===== src/rtl/imem_loader_pkg.sv =====
// Shared definitions for the instruction-memory program loader: FSM state
// encoding, word geometry and header width.
package imem_loader_pkg;

  typedef enum logic [2:0] {
    IDLE = 3'd0,
    HDR0 = 3'd1,
    HDR1 = 3'd2,
    DATA = 3'd3,
    CSUM = 3'd4,
    DONE = 3'd5,
    ERR  = 3'd6
  } state_e;

  localparam int BYTES_PER_WORD = 4;
  localparam int HDR_W          = 16;

endpackage


===== src/rtl/loader_word_assembler.sv =====
// Collects little-endian bytes into 32-bit words; word_ready pulses (combinationally)
// with the 4th byte, while word carries the complete assembled value.
module loader_word_assembler
  import imem_loader_pkg::*;
(
  input  logic        clock,
  input  logic        reset,
  input  logic        clear,
  input  logic        byte_en,
  input  logic [7:0]  byte_data,
  output logic [31:0] word,
  output logic        word_ready
);

  logic [1:0]  byte_cnt_q;
  logic [23:0] low_q;

  // The top byte is never stored: it completes the word in the same cycle.
  assign word_ready = byte_en && (byte_cnt_q == 2'(BYTES_PER_WORD - 1));
  assign word       = {byte_data, low_q};

  always_ff @(posedge clock) begin
    // NOTE: sequential state uses non-blocking assignments so every register
    // samples pre-edge values regardless of process ordering.
    if (!reset || clear) begin
      byte_cnt_q <= '0;
      low_q      <= '0;
    end else if (byte_en) begin
      case (byte_cnt_q)
        2'd0:    low_q[7:0]   <= byte_data;
        2'd1:    low_q[15:8]  <= byte_data;
        2'd2:    low_q[23:16] <= byte_data;
        default: ;
      endcase
      byte_cnt_q <= byte_cnt_q + 2'd1;
    end
  end

endmodule


===== src/rtl/imem_loader.sv =====
// Byte-stream program loader writing instruction memory and gating CPU reset.
// Optional trailer checksum enabled by defining LOADER_CHECKSUM_EN.
module imem_loader
  import imem_loader_pkg::*;
#(
  parameter int DEPTH  = 256,
  parameter int ADDR_W = 8
) (
  input  logic              clock,
  input  logic              reset,
  input  logic              start,
  input  logic              s_valid,
  input  logic [7:0]        s_data,
  output logic              s_ready,
  output logic              imem_we,
  output logic [ADDR_W-1:0] imem_addr,
  output logic [31:0]       imem_wdata,
  output logic              cpu_run,
  output logic              busy,
  output logic              done,
  output logic              error
);

  localparam logic [HDR_W-1:0] DEPTH_N = HDR_W'(DEPTH);

  state_e            state_q, state_d;
  logic [HDR_W-1:0]  n_q;
  logic [HDR_W-1:0]  n_hdr;
  logic [ADDR_W-1:0] word_cnt_q;
  logic              xfer;
  logic              start_load;
  logic              word_ready;
  logic              last_word;
  logic [31:0]       word;
`ifdef LOADER_CHECKSUM_EN
  logic [7:0]        csum_q;
`endif

  assign xfer       = s_valid && s_ready;
  assign n_hdr      = {s_data, n_q[7:0]};
  assign last_word  = word_ready && ((HDR_W'(word_cnt_q) + HDR_W'(1)) == n_q);
  assign start_load = (state_d == HDR0) && (state_q != HDR0);
  assign done       = (state_q == DONE);
  assign error      = (state_q == ERR);

  loader_word_assembler u_asm (
    .clock      (clock),
    .reset      (reset),
    .clear      (start_load),
    .byte_en    ((state_q == DATA) && xfer),
    .byte_data  (s_data),
    .word       (word),
    .word_ready (word_ready)
  );

  always_comb begin
    // NOTE: every output of this block gets a default first, so no path can
    // leave a signal unassigned and infer a latch.
    state_d = state_q;
    s_ready = 1'b0;
    busy    = 1'b0;
    case (state_q)
      IDLE: if (start) state_d = HDR0;
      HDR0: begin
        s_ready = 1'b1;
        busy    = 1'b1;
        if (xfer) state_d = HDR1;
      end
      HDR1: begin
        s_ready = 1'b1;
        busy    = 1'b1;
        if (xfer) begin
`ifdef LOADER_CHECKSUM_EN
          if (n_hdr == '0)          state_d = CSUM;
`else
          if (n_hdr == '0)          state_d = DONE;
`endif
          else if (n_hdr > DEPTH_N) state_d = ERR;
          else                      state_d = DATA;
        end
      end
      DATA: begin
        s_ready = 1'b1;
        busy    = 1'b1;
`ifdef LOADER_CHECKSUM_EN
        if (last_word) state_d = CSUM;
`else
        if (last_word) state_d = DONE;
`endif
      end
`ifdef LOADER_CHECKSUM_EN
      CSUM: begin
        s_ready = 1'b1;
        busy    = 1'b1;
        if (xfer) state_d = (s_data == csum_q) ? DONE : ERR;
      end
`endif
      DONE, ERR: if (start) state_d = HDR0;
      default:   state_d = IDLE;
    endcase
  end

  always_ff @(posedge clock) begin
    if (!reset) begin
      state_q    <= IDLE;
      n_q        <= '0;
      word_cnt_q <= '0;
      imem_we    <= 1'b0;
      imem_addr  <= '0;
      imem_wdata <= '0;
      cpu_run    <= 1'b0;
`ifdef LOADER_CHECKSUM_EN
      csum_q     <= '0;
`endif
    end else begin
      state_q <= state_d;
      // Rises one cycle after DONE is entered (after the last write) and
      // drops on the same edge that leaves DONE.
      cpu_run <= (state_q == DONE) && (state_d == DONE);
      imem_we <= word_ready;
      if (start_load) begin
        n_q        <= '0;
        word_cnt_q <= '0;
`ifdef LOADER_CHECKSUM_EN
        csum_q     <= '0;
`endif
      end
      if ((state_q == HDR0) && xfer) n_q[7:0]  <= s_data;
      if ((state_q == HDR1) && xfer) n_q[15:8] <= s_data;
      if (word_ready) begin
        imem_addr  <= word_cnt_q;
        imem_wdata <= word;
        word_cnt_q <= word_cnt_q + ADDR_W'(1);
      end
`ifdef LOADER_CHECKSUM_EN
      if ((state_q == DATA) && xfer) csum_q <= csum_q ^ s_data;
`endif
    end
  end

endmodule


===== config.mk =====
export PLATFORM = sky130hd
export DESIGN_NAME = imem_loader
export DESIGN_NICKNAME = d
export VERILOG_FILES = /design/src/rtl/imem_loader_pkg.sv /design/src/rtl/loader_word_assembler.sv /design/src/rtl/imem_loader.sv
export SDC_FILE = /design/constraint.sdc
export NUM_CORES = 1
export LEC_CHECK = 0
export BUFFER_PORTS_ARGS = -buffer_cell sky130_fd_sc_hd__buf_2
export CAP_MARGIN = 20
export CORE_MARGIN = 5
export CORE_UTILIZATION = 58
export CTS_CLUSTER_SIZE = 16
export DETAILED_ROUTE_END_ITERATION = 16
export MAX_ROUTING_LAYER = met4
export PLACE_DENSITY = 0.8
export SLEW_MARGIN = 15
export SYNTH_ARGS = -nofsm -noshare
export SYNTH_HDL_FRONTEND = slang
export SYNTH_HIERARCHICAL = 1
export SYNTH_SLANG_ARGS = --single-unit

===== constraint.sdc =====
create_clock -name clock -period 3.6 [get_ports clock]
set_clock_uncertainty 0.1 [all_clocks]
set_input_delay 0 -clock clock [delete_from_list [all_inputs] [get_ports clock]]
set_output_delay 0 -clock clock [all_outputs]
set_load 0.005 [all_outputs]

# Word level (Yosys, flattened, before mapping)
# Index checks and enable logic that the tools add are counted.
totals:
  reg_bits: 95
  inputBits: 12
  wordCells: 62
classes:
  n_addsub: 3
  n_lt_le_gt_ge: 1
  eq_ne: 12
  mux: 13
  reduce_logical: 21
ops:
  columns: ["operator", "n"]
  rows:
  - ["8-bit 2-to-1 mux", 4]
  - ["3-bit 2-to-1 mux", 6]
  - ["9-bit by 16-bit equality test with 1-bit output", 1]
  - ["16-bit by 9-bit greater-than comparator with 1-bit output, second input constant", 1]
  - ["16-bit logical NOT", 1]
  - ["16-bit 2-to-1 mux", 1]
  - ["3-bit one-hot mux with 4 select lines", 1]
  - ["8-bit by 1-bit adder with 9-bit output, second input constant", 1]
  - ["3-bit equality test, second input constant", 3]
  - ["8-bit by 1-bit adder with 8-bit output, second input constant", 1]
  - ["1-bit logical AND", 8]
  - ["3-bit by 1-bit equality test with 1-bit output, second input constant", 2]
  - ["3-bit by 2-bit equality test with 1-bit output, second input constant", 2]
  - ["2-bit AND reduction", 3]
  - ["2-bit nonzero test", 3]
  - ["3-bit OR reduction", 2]
  - ["2-bit equality test, second input constant", 2]
  - ["3-bit logical NOT", 1]
  - ["3-bit by 1-bit inequality test with 1-bit output, second input constant", 1]
  - ["2-bit by 1-bit adder with 2-bit output, second input constant", 1]
  - ["2-bit by 1-bit equality test with 1-bit output, second input constant", 1]
  - ["2-bit logical NOT", 1]
  - ["1-bit logical NOT", 1]
  - ["1-bit logical OR", 1]
  - ["1-bit 2-to-1 mux", 1]

# Logic depth before layout (Yosys ltp)
# Gate-level depths: netlist of run 1.
logic_depth:
  depth_word: 13
  depth_mapped: 13
  mapped_depth_nobuf: 9

# By module
# The synthesis of run 1 kept the hierarchy.
by_module_without_submodules:
  columns: ["mod", "instances", "cells_each", "area_per_inst_um2", "seq_area_each_um2"]
  rows:
  - ["imem_loader", 1, 338, 3211.8, 1381.3]
  - ["loader_word_assembler", 1, 133, 1407.6, 520.5]

# Worst setup path before layout of run 1
# No wires, ideal clock.
synth_timing:
  path_type: "reg2reg"
  from: "register state_q[2]"
  to: "register state_q[1]"
  t_arrival_ps: 2551
  slack_ps: 830
  path_stages_with_launch: 14
  period_less_slack_ps: 2770
  cell_sequence: "dfxtp_1 clkbuf_1 nor2b_1 and3_1 buf_6 buf_2 and2_1 clkbuf_1 nor4b_1 nand2_1 a21oi_1 nand3_1 or4_1 o221a_2"
synth_between:
  elab_chain_len: 9
  elab_cells_between_ends: 17
synth_rtl:
  columns: ["item", "line_no", "text"]
  rows:
  - ["start, declared", "imem_loader.sv:26", "state_e state_q, state_d;"]
  - ["start signal, assigned", "imem_loader.sv:116", "state_q <= state_d;"]
  - ["3-bit by 2-bit equality test with 1-bit output (tied with other cells)", "imem_loader.sv:50, imem_loader.sv:62", null]
  - ["3-bit OR reduction (no source line)", null, null]
  - ["1-bit 2-to-1 mux", "imem_loader.sv:62", "case (state_q)"]
  - ["1-bit logical AND", "imem_loader.sv:39", "assign xfer = s_valid && s_ready;"]
  - ["1-bit logical AND (*)", "imem_loader.sv:50", ".byte_en ((state_q == DATA) && xfer),"]
  - ["1-bit logical AND (*)", "loader_word_assembler.sv:19", "assign word_ready = byte_en && (byte_cnt_q == 2'(BYTES_PER_WORD - 1));"]
  - ["named net word_ready", "imem_loader.sv:32", "logic word_ready;"]
  - ["1-bit logical AND (*)", "imem_loader.sv:41", "assign last_word = word_ready && ((HDR_W'(word_cnt_q) + HDR_W'(1)) == n_q);"]
  - ["3-bit 2-to-1 mux (*)", "imem_loader.sv:88", "if (last_word) state_d = DONE;"]
  - ["3-bit one-hot mux with 4 select lines (*)", "imem_loader.sv:62", null]
# Mark *: on every way through the listed nets, which the timed path passes. The rest lies on a longest branch.
# A chain may end at the register's enable or synchronous reset.

# Final worst setup path of run 1
layout_timing:
  from: "register n_q[2]"
  to: "register u_asm.byte_cnt_q[1]"
layout_between:
  elab_chain_len: 8
  elab_cells_between_ends: 12
layout_rtl:
  columns: ["item", "line_no", "text"]
  rows:
  - ["start, declared", "imem_loader.sv:27", "logic [HDR_W-1:0] n_q;"]
  - ["start signal, assigned", "imem_loader.sv:128", "if ((state_q == HDR0) && xfer) n_q[7:0] <= s_data;"]
  - ["16-bit by 9-bit greater-than comparator with 1-bit output", "imem_loader.sv:78", "else if (n_hdr > DEPTH_N) state_d = ERR;"]
  - ["3-bit 2-to-1 mux", "imem_loader.sv:78", null]
  - ["3-bit 2-to-1 mux", "imem_loader.sv:76", "if (n_hdr == '0) state_d = DONE;"]
  - ["3-bit 2-to-1 mux", "imem_loader.sv:72", "if (xfer) begin"]
  - ["3-bit one-hot mux with 4 select lines (*)", "imem_loader.sv:62", null]
  - ["3-bit by 1-bit equality test with 1-bit output (*)", "imem_loader.sv:42", "assign start_load = (state_d == HDR0) && (state_q != HDR0);"]
  - ["1-bit logical AND (*)", "imem_loader.sv:42", null]
  - ["named net start_load", "imem_loader.sv:31", "logic start_load;"]
  - ["1-bit logical OR (*)", "loader_word_assembler.sv:25", "if (!reset || clear) begin"]
  - ["end signal, assigned", "loader_word_assembler.sv:35", "byte_cnt_q <= byte_cnt_q + 2'd1;"]
  - ["end, declared", "loader_word_assembler.sv:15", "logic [1:0] byte_cnt_q;"]
# Marked as above.

==> impl_metrics.tcl, run 1 <==
set metrics [dict create \
    dr.pass1.iters 4 \
    synth_edf_count 0 \
    grt_setup_unrepaired "no" \
    ys_seq_area_share_pct 41.2 \
    worst_pin_slew_ps 907 \
    diodes 0 \
    overflow 0 \
    die_h_um 99.2 \
    cts_tree "yes" \
    drc 0 \
    p_sw_share_pct 25.4 \
    critPathMaxFanout 26 \
    groute.usage.overall_pct 20.7 \
    path_buf_inv 1 \
    finalHoldViolations 0 \
    synth_area_um2 4620 \
    hold_ws_ps 10.1 \
    static-leakage-power_nw 1.81 \
    drtAntennaViolNets 0 \
    htreeDepth 3 \
    startpoint_type "register" \
    power_density_nw_per_um2 373 \
    async_reset_ff_share_pct 0 \
    pwr-share-comb_pct 7.6 \
    path_delay_family "simple AND/OR/NAND/NOR gates" \
    ctsRootBufferMaster "clkbuf_8" \
    core-area_um2 7730 \
    rows 32 \
    die_area_um2 9850 \
    ys_warn_count 6 \
    max_cap_viol_count 0 \
    grt_pass1_vias 3271 \
    relSlewSlack_pct 39.6 \
    cpMostUsedCell "nor2_1" \
    drt_iter0_drc 107 \
    finalSetupViolCount 0 \
    antenna_found_initial 0 \
    p_int_mw 1.38 \
    areaGrowthSynthToFinish_pct 7.50 \
    cts_buffers 9 \
    synthFlopType "dfxtp_1" \
    syn_avg_cell_area_um2 9.81 \
    layout_common_cells "dfxtp_1 (95), buf_2 (57), nor2b_1 (50), mux2i_1 (42), nand3_1 (30)" \
    clock_latency_ps 360 \
    setup_tns_ps 0 \
    layout_commonest_cell "dfxtp_1" \
    cpPeakStageDelay_ps 520 \
    synth.distinct_cells 49 \
    hold_path_class "in2reg" \
    synth_seq_cells 95 \
    outcome "completed" \
    hpwlAfterDp_um 6280 \
    grt_pass1_wl_um 16200 \
    period_needed_ps 2810 \
    io_buffer_count 57 \
    required_ps 3730 \
    viasPerCell 5.63 \
    grt_max_degree 67 \
    fin_nets 516 \
    path_cells "nor4_1 > nand2_1 > or4_1 > o31a_1 > nor2_1 > nand2b_1 > buf_4 > nor2_1" \
    clk_pin_slew_ps 90 \
    cp_data_arrival_time_ps 2940 \
    path_class "reg2reg" \
    synth_nets 488 \
    slew_viol_final 0 \
    cts.sinks 95 \
    ir_drop_mv 0.307 \
    num_vias 3411 \
    fmax_mhz 356 \
    timing.final.crit_share_pct 77.9 \
    p_sw_mw 0.471 \
    drive_gt1_share_pct 20.6 \
    p_total_mw 1.85 \
    ios 58 \
    power.share.sequential_pct 57.8 \
    cts_buffer_depth 2 \
    power_frac_clock_pct 34.7 \
    wl_um 9630 \
    place.gp.congestion 0.921 \
    start_util_pct 59.8 \
    synthCells 471 \
    cp_slowest_cell "or4_1" \
    endpoint_kind "register" \
    wire_per_inst_um 15.9 \
    die_w_um 99.2 \
]
path summary, 6_finish.rpt:
check,start,endpoint,slack (ps),depth (start not counted)
setup reg to reg,n_q[2],u_asm/byte_cnt_q[1],790,8
hold reg to reg,n_q[9],n_q[9],420,2
setup / recovery,n_q[2],u_asm/byte_cnt_q[1],790,8
hold / removal,start,state_q[0],10,5
cells in the mapped netlist (2+ instances only):
| cell type | n | share of area [%] |
|---|---|---|
| dfxtp_1 | 95 | 41 |
| nor2b_1 | 50 | 6.8 |
| mux2i_1 | 42 | 9.1 |
| nand3_1 | 30 | 3.3 |
| nand2_1 | 24 | 2.0 |
| a21bo_1 | 23 | 5.0 |
| a21oi_2 | 23 | 4.4 |
| clkbuf_1 | 21 | 1.7 |
| a21boi_0 | 16 | 2.6 |
| buf_6 | 11 | 2.7 |
| buf_4 | 10 | 1.6 |
| o21ai_0 | 10 | 1.1 |
| xor2_1 | 10 | 1.9 |
| a22o_1 | 9 | 1.7 |
| nor2_1 | 9 | 0.73 |
| o211ai_1 | 9 | 1.5 |
| xnor2_1 | 8 | 1.5 |
| inv_1 | 7 | 0.57 |
| a21oi_1 | 6 | 0.65 |
| ha_1 | 5 | 1.4 |
| nand2b_1 | 5 | 0.68 |
| buf_2 | 4 | 0.43 |
| nor4_1 | 4 | 0.54 |
| and2_1 | 3 | 0.41 |
| and3_1 | 3 | 0.41 |
| buf_1 | 3 | 0.24 |
| buf_8 | 3 | 0.98 |
| a211o_1 | 2 | 0.38 |
| a31oi_1 | 2 | 0.27 |
| nand4_1 | 2 | 0.27 |
| nand4b_1 | 2 | 0.38 |
| nor3b_1 | 2 | 0.32 |
| or4_1 | 2 | 0.32 |
layout make-up:
| class | count | area [um2] |
|---|---|---|
| Timing Repair Buffer | 69 | 395 |
| Clock inverter | 4 | 31.3 |
| Clock buffer | 12 | 145 |
| Multi-Input combinational cell | 317 | 2340 |
| Fill cell | 623 | 2760 |
| Tap cell | 102 | 128 |
| Sequential cell | 95 | 1900 |
| Inverter | 7 | 26.3 |
stage by stage:
stage	instances	setup WS, ps	instance area [um2]	util [%]
6_report	606	794	4970	64.3
5_1_grt	606	624	4970	64.3
4_1_cts	606	826	4970	64.3
3_5_place_dp	582	851	4710	60.9
3_3_place_gp	582	915	4710	60.9
2_1_floorplan	471	830	4620	-
state kept, by name (all words and copies together) (netlist names):
signal            flops
imem_addr             8
state_q               3
cpu_run               1
u_asm/low_q          24
n_q                  16
imem_we               1
u_asm/byte_cnt_q      2
imem_wdata           32
word_cnt_q            8
worst reg2reg max path: stages (launching register included):
cell and delay (ps):
dfxtp_1 370, nor4_1 300, nand2_1 140, or4_1 520
o31a_1 490, nor2_1 160, nand2b_1 110, buf_4 390
nor2_1 100
power by group through the flow:
stage	sequential (mW)	clock (mW)	combinational, mW
6_report	1.07	0.643	0.140
3_5_place_dp	1.10	0	0.132
3_3_place_gp	1.09	0	0.130
2_1_floorplan	1.09	0	0.117
4_1_cts	1.07	0.656	0.140
5_1_grt	1.07	0.700	0.155
cells by family after synthesis:
logic type                 share of synthesized area [%]
AOI/OAI and AO/OA                                   19.5
xor gates and xnor gates                            3.41
adders and majority gates                           1.35
buffers and inverters                               8.23
DFF                                                 41.2
muxes                                               9.10
and+or+nand+nor                                     17.3
per-layer routing:
metal,vias up,routed length (um),track usage (%)
met5,-,0,-
met3,13,476,3.65
met2,77,4830,34.0
li1,1677,-,-
met4,0,141,7.98
met1,1644,4180,25.4
timing repair:
action                                 4_1_cts  5_1_grt
endpoints found under the hold margin       48        0
resized for setup                            0        0
buffers inserted                             0        0
hold buffers                                 8        0
Note: power is estimated with default switching activity, not from simulation.
==> run 2, diff against run 1 <==
CORE_UTILIZATION = 52   (was 58)
PLACE_DENSITY = 0.76   (was 0.8)
clock period = 2.3 ns   (was 3.6 ns; I/O delays follow)
==> run 2 against run 1 <==
  * Utilization down 2.9 points
  * Setup slack got worse by 770 ps
  * Clock power grew 63%
  * Critical endpoint is now n_q[3]
  * Cell area increased by 7.3%
  * Largest cell class unchanged
  * Routed wire length increased by 9.6%
  * Power rose by 64%
  * Largest power group unchanged
  * Flip-flop and latch count did not move
  * First-iteration DRC count rose to 2.8 times the previous value
  * Critical path depth stayed put
  * Sequential power is 56% higher
  * Worst hold slack better by 25 ps
==> impl_metrics.tcl, run 2 (synthesis gave the netlist of run 1 again) <==
set metrics [dict create \
    grt_pass1_wl_um 17500 \
    grt_setup_unrepaired "yes" \
    timing.final.crit_share_pct 99.0 \
    dr.pass1.iters 4 \
    cts_buffers 9 \
    cts_buffer_depth 2 \
    top_regs "imem_wdata x32, u_asm/low_q x24, n_q x16" \
    clock_latency_ps 370 \
    ctsRootBufferMaster "clkbuf_8" \
    layout_common_cells "dfxtp_1 (92), buf_2 (57), nor2b_1 (49), mux2i_1 (42), buf_4 (34)" \
    drt_iter0_drc 304 \
    wl_um 10500 \
    cpPeakStageDelay_ps 350 \
    register_area_um2 1910 \
    wire_per_inst_um 16.3 \
    hold_depth 5 \
    place.gp.congestion 0.852 \
    start_util_pct 53.2 \
    viasPerCell 5.58 \
    path_cells "nor4_4 > nand2_1 > buf_4 > a211o_1 > o31a_1 > buf_6 > o211a_4 > a22o_1" \
    period_needed_ps 2280 \
    dpl_cell_area_um2 4980 \
    path_class "reg2reg" \
    hold_path_class "in2reg" \
    largest_reg_flops 32 \
    critPathMaxFanout 8 \
    fmax_mhz 439 \
    rrSetupSlack_ps 20 \
    groute.usage.overall_pct 20.0 \
    die_h_um 104 \
    slew_viol_final 0 \
    drive_gt1_share_pct 27.7 \
    grt_max_degree 58 \
    startpoint_type "register" \
    reg2reg_depth 8 \
    drtAntennaViolNets 0 \
    outcome "completed" \
    p_total_mw 3.04 \
    cp_slowest_cell "dfxtp_2" \
    grt_pass1_vias 3444 \
    worstHoldEndpoint "state_q[0]" \
    finalSetupViolCount 0 \
    r2r-end "n_q[3]" \
    cts_tree "yes" \
    relSlewSlack_pct 44.4 \
    overflow 0 \
    ios 58 \
    required_ps 2460 \
    static-leakage-power_nw 2.03 \
    top_register "imem_wdata" \
    io_buffer_count 57 \
    ir_drop_mv 0.349 \
    finalHoldViolations 0 \
    max_cap_viol_count 0 \
    antenna_found_initial 0 \
    cts.sinks 95 \
    nFillCells 735 \
    num_vias 3603 \
    areaGrowthSynthToFinish_pct 15.4 \
    power_density_nw_per_um2 570 \
    pre_cts_slack_ps -28.2 \
    rows 34 \
    drc 0 \
    worst_pin_slew_ps 834 \
    multiInputGateArea_um2 2390 \
    layout_commonest_cell "dfxtp_1" \
    cp_data_arrival_time_ps 2440 \
    endpoint_kind "register" \
    diodes 0 \
    fin_nets 550 \
    die_area_um2 10900 \
    r2r-start "n_q[5]" \
    hpwlAfterDp_um 6960 \
    hold_start "start" \
    clk_pin_slew_ps 100 \
    finish.instance_area_um2 5330 \
    htreeDepth 3 \
    fin_ws_ps 24.1 \
    die_w_um 104 \
    core-area_um2 8680 \
]
run 2: cell types whose count changed in the layout (fill, tap and decap cells not counted), moves of 2 or more:
cell | before | now
o21ai_1 | 0 | 3
buf_4 | 4 | 34
nor4_1 | 4 | 2
dfxtp_1 | 95 | 92
buf_6 | 0 | 2
a21boi_1 | 0 | 4
dfxtp_2 | 0 | 3
a21boi_0 | 16 | 12
o21ai_0 | 10 | 6
run 2: critical path: cells and delay by family, from the launching register on:
kind            cells  cell delay, ps
compound gates      4            1050
simple gates        2             390
flops               1             350
buf+inv             2             290
run 2: how the worst max path moves through the flow:
stage | from | end | slack [ps] | cells after the start
3_3_place_gp | s_data[5] | u_asm/low_q[13] | 20 | 9
2_1_floorplan | state_q[2] | state_q[1] | -200 | 13
6_report | n_q[5] | n_q[3] | 20 | 8
5_1_grt | n_q[1] | n_q[2] | -40 | 8
3_5_place_dp | n_q[0] | u_asm/low_q[13] | -30 | 8
4_1_cts | n_q[0] | n_q[3] | 40 | 7
run 2: area by class of cell:
cell class	instances	share of cell area, %
well taps	108	2.54
repair buffers	103	13.0
multi-input cells	317	44.8
clock buffers	11	2.65
clock inverters	5	0.775
flip-flops and latches	95	35.8
inverters	7	0.493
run 2: repair_timing:
item | 4_1_cts | 5_1_grt
hold buffers | 8 | 0
setup buffers | 2 | 0
hold endpoints to repair | 40 | 0
cloned | 1 | 0
pin swaps | 2 | 5
setup endpoints to repair | 26 | 50
resized for setup | 5 | 14
run 2: report_power, final:
group / switching [mW] / internal [mW] / leakage [nW] / total [mW]
sequential: 0.0105 / 1.66 / 0.767 / 1.67
combinational: 0.175 / 0.148 / 1.18 / 0.323
clock: 0.616 / 0.431 / 0.0861 / 1.05
run 2: per-stage QoR:
step                TNS, ps  util (%)  std cells  hold WS [ps]
finish                    0      61.4        646          35.1
global route           -630      61.4        646          65.5
CTS                       0      61.1        646          17.2
detailed placement     -187      57.4        619           284
global placement          0      57.4        619           279
floorplan             -2360         -        471          32.9
run 2: layer usage:
metal / vias up / GRT usage (%) / share of wire [%]
met4: 0 / 7.40 / 1.7
met1: 1723 / 25.1 / 45
met2: 107 / 32.8 / 49
met5: - / - / 0
met3: 16 / 2.79 / 4.4
li1: 1757 / - / -
